<file path="config.mk">
export PLATFORM = sky130hd
export DESIGN_NAME = projectile_pool
export DESIGN_NICKNAME = d
export VERILOG_FILES = /design/src/rtl/ff_proj_pkg.sv /design/src/rtl/proj_slot.sv /design/src/rtl/projectile_pool.sv
export SDC_FILE = /design/constraint.sdc
export NUM_CORES = 1
export LEC_CHECK = 0
export BUFFER_PORTS_ARGS = -buffer_cell sky130_fd_sc_hd__buf_2
export CAP_MARGIN = 20
export CORE_MARGIN = 4
export CORE_UTILIZATION = 35
export CTS_CLUSTER_SIZE = 30
export DETAILED_ROUTE_END_ITERATION = 8
export GPL_TIMING_DRIVEN = 1
export PLACE_DENSITY = 0.62
export SYNTH_ARGS = -nofsm -noshare
export SYNTH_HDL_FRONTEND = slang
export SYNTH_HIERARCHICAL = 1
export SYNTH_SLANG_ARGS = --single-unit
</file>
<file path="constraint.sdc">
create_clock -name Clk -period 12.09 [get_ports Clk]
set_input_delay 0.6045 -clock Clk [delete_from_list [all_inputs] [get_ports Clk]]
set_output_delay 0.6045 -clock Clk [all_outputs]
set_load 0.01 [all_outputs]
</file>
<file path="src/rtl/ff_proj_pkg.sv">
// rtl/ff_proj_pkg.sv - shared types and slot allocator helper for the projectile pool
package ff_proj_pkg;

    localparam int SLOT_COORD_W = 10;
    localparam int MAX_SLOTS    = 16;

    typedef enum logic {
        DIR_LEFT  = 1'b0,
        DIR_RIGHT = 1'b1
    } dir_t;

    typedef struct packed {
        logic                    active;
        logic [SLOT_COORD_W-1:0] x;
        logic [SLOT_COORD_W-1:0] y;
        dir_t                    dir;
    } proj_slot_t;

    // Returns {found, index} of the lowest clear bit among the first n bits.
    function automatic logic [4:0] find_first_zero(input logic [MAX_SLOTS-1:0] mask, input int n);
        logic [4:0] r;
        r = '0;
        for (int i = MAX_SLOTS - 1; i >= 0; i--) begin
            if (i < n && !mask[i]) begin
                r = {1'b1, 4'(i)};
            end
        end
        return r;
    endfunction

endpackage

</file>
<file path="src/rtl/proj_slot.sv">
// rtl/proj_slot.sv - one projectile slot: state register, hit/edge/move logic, pixel term
module proj_slot
    import ff_proj_pkg::*;
#(
    parameter int COORD_W   = SLOT_COORD_W,
    parameter int SCREEN_W  = 640,
    parameter int PROJ_SIZE = 4,
    parameter int STEP      = 4
) (
    input  logic               Clk,
    input  logic               Reset,
    input  logic               tick,
    input  logic               load,
    input  logic [COORD_W-1:0] spawn_x,
    input  logic [COORD_W-1:0] spawn_y,
    input  logic               spawn_dir,
    input  logic [COORD_W-1:0] target_x,
    input  logic [COORD_W-1:0] target_y,
    input  logic [COORD_W-1:0] target_xs,
    input  logic [COORD_W-1:0] target_ys,
    input  logic [COORD_W-1:0] draw_x,
    input  logic [COORD_W-1:0] draw_y,
    output logic               active,
    output logic               hit,
    output logic               is_proj
);

    localparam int EW = COORD_W + 1;

    proj_slot_t slot_q, slot_d;

    // One extra bit on every operand so sums never wrap.
    logic [EW-1:0] x_e, y_e, tx_e, ty_e, txs_e, tys_e, dx_e, dy_e;
    logic          hit_zone, edge_right, edge_left, at_edge;

    assign x_e   = {1'b0, slot_q.x};
    assign y_e   = {1'b0, slot_q.y};
    assign tx_e  = {1'b0, target_x};
    assign ty_e  = {1'b0, target_y};
    assign txs_e = {1'b0, target_xs};
    assign tys_e = {1'b0, target_ys};
    assign dx_e  = {1'b0, draw_x};
    assign dy_e  = {1'b0, draw_y};

    assign hit_zone   = (x_e < tx_e + txs_e) && (x_e + EW'(PROJ_SIZE) > tx_e) &&
                        (y_e < ty_e + tys_e) && (y_e + EW'(PROJ_SIZE) > ty_e);
    assign edge_right = (x_e + EW'(STEP) + EW'(PROJ_SIZE)) > EW'(SCREEN_W);
    assign edge_left  = x_e < EW'(STEP);
    assign at_edge    = (slot_q.dir == DIR_RIGHT) ? edge_right : edge_left;

    // A freshly loaded slot is inactive at tick start, so it never hits on its spawn tick.
    assign hit    = tick && slot_q.active && hit_zone;
    assign active = slot_q.active;

    assign is_proj = slot_q.active &&
                     (x_e <= dx_e) && (dx_e < x_e + EW'(PROJ_SIZE)) &&
                     (y_e <= dy_e) && (dy_e < y_e + EW'(PROJ_SIZE));

    // Tick update: load beats everything; then hit, edge retire, move in priority order.
    always_comb begin
        slot_d = slot_q;
        if (tick) begin
            if (load) begin
                slot_d.active = 1'b1;
                slot_d.x      = spawn_x;
                slot_d.y      = spawn_y;
                slot_d.dir    = dir_t'(spawn_dir);
            end else if (slot_q.active) begin
                if (hit_zone || at_edge) begin
                    slot_d.active = 1'b0;
                end else if (slot_q.dir == DIR_RIGHT) begin
                    slot_d.x = slot_q.x + COORD_W'(STEP);
                end else begin
                    slot_d.x = slot_q.x - COORD_W'(STEP);
                end
            end
        end
    end

    // Slot state register.
    always_ff @(posedge Clk) begin
        if (Reset) begin
            slot_q <= '0;
        end else begin
            slot_q <= slot_d;
        end
    end

endmodule

</file>
<file path="src/rtl/projectile_pool.sv">
// rtl/projectile_pool.sv - multi-slot projectile manager with fire cooldown and hit counting
module projectile_pool
    import ff_proj_pkg::*;
#(
    parameter int NUM_PROJ        = 4,
    parameter int COORD_W         = SLOT_COORD_W,
    parameter int SCREEN_W        = 640,
    parameter int PROJ_SIZE       = 4,
    parameter int STEP            = 4,
    parameter int COOLDOWN_FRAMES = 8
) (
    input  logic                          Clk,
    input  logic                          Reset,
    input  logic                          frame_clk,
    input  logic                          fire,
    input  logic                          fire_dir,
    input  logic [COORD_W-1:0]            Shooter_X,
    input  logic [COORD_W-1:0]            Shooter_Y,
    input  logic [COORD_W-1:0]            Target_X,
    input  logic [COORD_W-1:0]            Target_Y,
    input  logic [COORD_W-1:0]            Target_X_Size,
    input  logic [COORD_W-1:0]            Target_Y_Size,
    input  logic [COORD_W-1:0]            DrawX,
    input  logic [COORD_W-1:0]            DrawY,
    output logic                          is_proj,
    output logic [NUM_PROJ-1:0]           active_mask,
    output logic                          hit_pulse,
    output logic [$clog2(NUM_PROJ+1)-1:0] hit_count,
    output logic                          fire_dropped
);

    localparam int CNT_W = $clog2(NUM_PROJ + 1);
    localparam int CD_W  = (COOLDOWN_FRAMES < 1) ? 1 : $clog2(COOLDOWN_FRAMES + 1);

    logic             frame_prev_q, fire_prev_q;
    logic             fire_pending_q, fire_pending_d;
    logic [CD_W-1:0]  cooldown_q, cooldown_d;
    logic             hit_pulse_q, hit_pulse_d;
    logic [CNT_W-1:0] hit_count_q, hit_count_d;
    logic             fire_dropped_q, fire_dropped_d;

    logic                tick, fire_edge, alloc_try, alloc_go, alloc_drop;
    logic [4:0]          ffz;
    logic [NUM_PROJ-1:0] active_vec, hit_vec, is_proj_vec, load_vec;
    logic [CNT_W-1:0]    hit_sum;

    assign tick       = frame_clk && !frame_prev_q;
    assign fire_edge  = fire && !fire_prev_q;

    // Allocation decisions use the start-of-tick mask, so a slot freed this tick stays unused.
    assign ffz        = find_first_zero(16'(active_vec), NUM_PROJ);
    assign alloc_try  = tick && fire_pending_q && (cooldown_q == '0);
    assign alloc_go   = alloc_try && ffz[4];
    assign alloc_drop = alloc_try && !ffz[4];

    for (genvar g = 0; g < NUM_PROJ; g++) begin : g_slot
        assign load_vec[g] = alloc_go && (ffz[3:0] == 4'(g));

        proj_slot #(
            .COORD_W  (COORD_W),
            .SCREEN_W (SCREEN_W),
            .PROJ_SIZE(PROJ_SIZE),
            .STEP     (STEP)
        ) u_slot (
            .Clk      (Clk),
            .Reset    (Reset),
            .tick     (tick),
            .load     (load_vec[g]),
            .spawn_x  (Shooter_X),
            .spawn_y  (Shooter_Y),
            .spawn_dir(fire_dir),
            .target_x (Target_X),
            .target_y (Target_Y),
            .target_xs(Target_X_Size),
            .target_ys(Target_Y_Size),
            .draw_x   (DrawX),
            .draw_y   (DrawY),
            .active   (active_vec[g]),
            .hit      (hit_vec[g]),
            .is_proj  (is_proj_vec[g])
        );
    end

    // Pending fire, cooldown and registered tick results.
    always_comb begin
        fire_pending_d = tick ? fire_edge : (fire_pending_q || fire_edge);
        cooldown_d     = cooldown_q;
        if (tick) begin
            if (alloc_go) begin
                cooldown_d = CD_W'(COOLDOWN_FRAMES);
            end else if (cooldown_q != '0) begin
                cooldown_d = cooldown_q - CD_W'(1);
            end
        end
        hit_sum = '0;
        for (int i = 0; i < NUM_PROJ; i++) begin
            hit_sum = hit_sum + CNT_W'(hit_vec[i]);
        end
        hit_count_d    = tick ? hit_sum : '0;
        hit_pulse_d    = tick && (hit_sum != '0);
        fire_dropped_d = alloc_drop;
    end

    // Control registers; edge detectors track the live inputs during reset.
    always_ff @(posedge Clk) begin
        if (Reset) begin
            frame_prev_q   <= frame_clk;
            fire_prev_q    <= fire;
            fire_pending_q <= 1'b0;
            cooldown_q     <= '0;
            hit_pulse_q    <= 1'b0;
            hit_count_q    <= '0;
            fire_dropped_q <= 1'b0;
        end else begin
            frame_prev_q   <= frame_clk;
            fire_prev_q    <= fire;
            fire_pending_q <= fire_pending_d;
            cooldown_q     <= cooldown_d;
            hit_pulse_q    <= hit_pulse_d;
            hit_count_q    <= hit_count_d;
            fire_dropped_q <= fire_dropped_d;
        end
    end

    assign active_mask  = active_vec;
    assign is_proj      = |is_proj_vec;
    assign hit_pulse    = hit_pulse_q;
    assign hit_count    = hit_count_q;
    assign fire_dropped = fire_dropped_q;

endmodule
</file>
==> impl_metrics.tcl <==
set metrics [dict create \
    cts_hold_buf 0 \
    run_status "completed" \
    post-route-period-util_pct 44.5 \
    relSlewSlack_pct 29.8 \
    cp_common_cell "ha_1" \
    num_vias 16868 \
    mostFrequentLayoutCells "ha_1, inv_1, a21oi_1" \
    max_freq_mhz 186 \
    p_leak_nw 8.97 \
    route.detailed.drc 0 \
    cts_buffer_depth 2 \
    fillers 5110 \
    setup_violations 0 \
    synth_fp_nets 2764 \
    finalHoldViolCount 0 \
    synthFlopType "dfxtp_1" \
    powerDensity_mw_per_mm2 54.2 \
    post_cts_buffers 0 \
    seq_area_mm2 0.00200 \
    die_h_um 231 \
    root_buffer "clkbuf_16" \
    worstMarginPinSlew_ns 1.04 \
    ys_seq_elements 100 \
    slew_viol_final 0 \
    cpPeakStageDelay_ns 0.55 \
    async_flop_share_pct 0 \
    slowest_stage "a221o_2" \
    worstSetupStartpointType "primary input" \
    die-width_um 231 \
    cts.sinks 100 \
    dr.pass1.iters 5 \
    vias_per_cell 5.69 \
    netlist_instances 2242 \
    critPathMaxFanout 12 \
    antenna_left 0 \
    gp_congestion 0.928 \
    core_region_area_mm2 0.0491 \
    hpwlAfterDp_mm 47.0 \
    synth_seq_area_share_pct 11.5 \
    antenna_found_initial 5 \
    wl_per_cell_um 19.7 \
    overflow 0 \
    rsz0062_at_grt "false" \
    syn_to_final_growth_pct 7.80 \
    yosys_warnings 6 \
    numCtsBuffers 9 \
    finalCriticalPeriod_ns 5.38 \
    synth_largest_area_cell "ha_1" \
    avgSynthCellArea_um2 7.77 \
    grt_pass1_wl_mm 90.2 \
    cp.arrival_ns 5.62 \
    syn-cell-area_mm2 0.0174 \
    clkLatencyLatePin_ns 0.34 \
    fp.dieArea_mm2 0.0534 \
    rows 81 \
    drv_cap 0 \
    path_delay_family "compound AO/OA/AOI/OAI gates" \
    wl_mm 58.4 \
    pin_count 95 \
    grt_max_degree 70 \
    cts_tree "built" \
    synth_edf_count 0 \
    drive_above_1_share_pct 8.70 \
    layout_commonest_cell "ha_1" \
    hp-class "primary input to flop" \
    crit_chain "buf_2 -> ha_1 -> fa_1 -> a21oi_1 -> o211ai_1 -> o21ai_0 -> nand2b_1 -> a21oi_1 -> xor2_1 -> ha_1 -> a211o_1 -> a31oi_1 -> o21ai_0 -> a221o_2 -> nor3_1 -> fa_1 -> ha_1 -> ha_1 -> o31a_1" \
    synth_top_area_share_pct 30.7 \
    multi_input_area_mm2 0.0140 \
    ir_drop_uv 70.2 \
    start_util_pct 35.5 \
    io_buffers 94 \
    synth_area_leaders "ha_1, dfxtp_1, a21oi_1" \
    worstPathRequired_ns 12.33 \
    end_kind "flop" \
    htree_levels 3 \
    dp_slack_ns 6.34 \
    setup_tns_ns 0 \
    synth_cell_types 99 \
    grt_pass1_vias 16689 \
    finalClockSkew_ns 0.00641 \
    grtUsageTotal_pct 21.1 \
    drtIter0Drc 1130 \
    clk_pin_slew_worst_paths_ns 0.07 \
    worst-path-buf-inv 1 \
    setup_slack_ns 6.71 \
    ctsResizeCount 0 \
    nets 2819 \
    critPathKind "primary input to flop" \
]
## metrics by stage
step | hold WS [ns] | total power, mW | utilization, % | cells | area, µm²
6_report | 0.374 | 1.02 | 38.3 | 2967 | 18800
3_5_place_dp | 0.519 | 0.711 | 37.6 | 2948 | 18500
2_1_floorplan | 0.461 | 0.583 | - | 2242 | 17400
4_1_cts | 0.357 | 1.02 | 38.3 | 2962 | 18800
5_1_grt | 0.362 | 1.08 | 38.3 | 2964 | 18800
3_3_place_gp | 0.501 | 0.694 | 37.6 | 2948 | 18500
## layout make-up
cell class | instances | share of cell area, %
Sequential cell | 100 | 10.7
Tap cell | 664 | 4.42
Clock inverter | 2 | 0.320
Inverter | 289 | 5.77
Multi-Input combinational cell | 1795 | 74.7
Timing Repair Buffer | 102 | 2.82
Clock buffer | 12 | 1.31
Antenna cell | 3 | 0.0400
## metal layers
layer  up-vias  GRT usage [%]  share of wire (%)
met2       573           35.5                 46
met4         2           9.11                4.7
met3       159           3.22                6.5
li1       8164              -                  -
met1      7970           27.0                 43
met5         -              0              0.034
## report_power, final
part	switching, mW	total, mW	internal (mW)
Combinational	0.232	0.376	0.144
Clock	0.123	0.308	0.185
Sequential	0.00320	0.335	0.332
## cell usage after synthesis (all sizes together) (9+ instances only)
cell	instances
ha	428
inv	288
a21oi	224
nand2	220
nor2	108
dfxtp	100
o21ai	87
nand3	73
xnor2	65
xor2	65
a21o	61
nand4	48
a211oi	37
clkbuf	31
buf	27
nand2b	27
nor3	25
a31oi	24
o21bai	23
o211ai	19
and3	17
nor2b	16
a221oi	15
a22oi	14
o21a	12
o31ai	12
a2111oi	11
a311oi	10
and2	10
nor4	10
fa	9
or4	9
## final timing paths
kind                               startpoint                          to  slack (ns)  cells past startpoint
setup reg to reg  g_slot[0].u_slot/slot_q[13]                   hit_pulse        6.93                     16
hold / removal                           fire                 fire_prev_q        0.37                      1
setup / recovery                  Target_X[0]                   hit_pulse        6.71                     19
hold reg to reg    g_slot[2].u_slot/slot_q[1]  g_slot[2].u_slot/slot_q[1]        0.53                      2
## state kept, by name, summed over array words and instances (netlist names), 3 cells and up
name                  count
hit_count                 3
g_slot.u_slot/active      4
g_slot.u_slot/slot_q     84
cooldown_q                4
## cells by family (layout without fill, tap and decap cells)
group	Yosys count	after routing	synth area share (%)
other cells	0	3	0
xor+xnor	130	130	6.79
buf+inv	347	405	8.04
fa+ha+maj	437	437	31.8
flops	100	100	11.5
mux	5	5	0.287
compound gates	617	617	24.5
simple gates	606	606	17.1
Power figures use the tool's default switching activity.
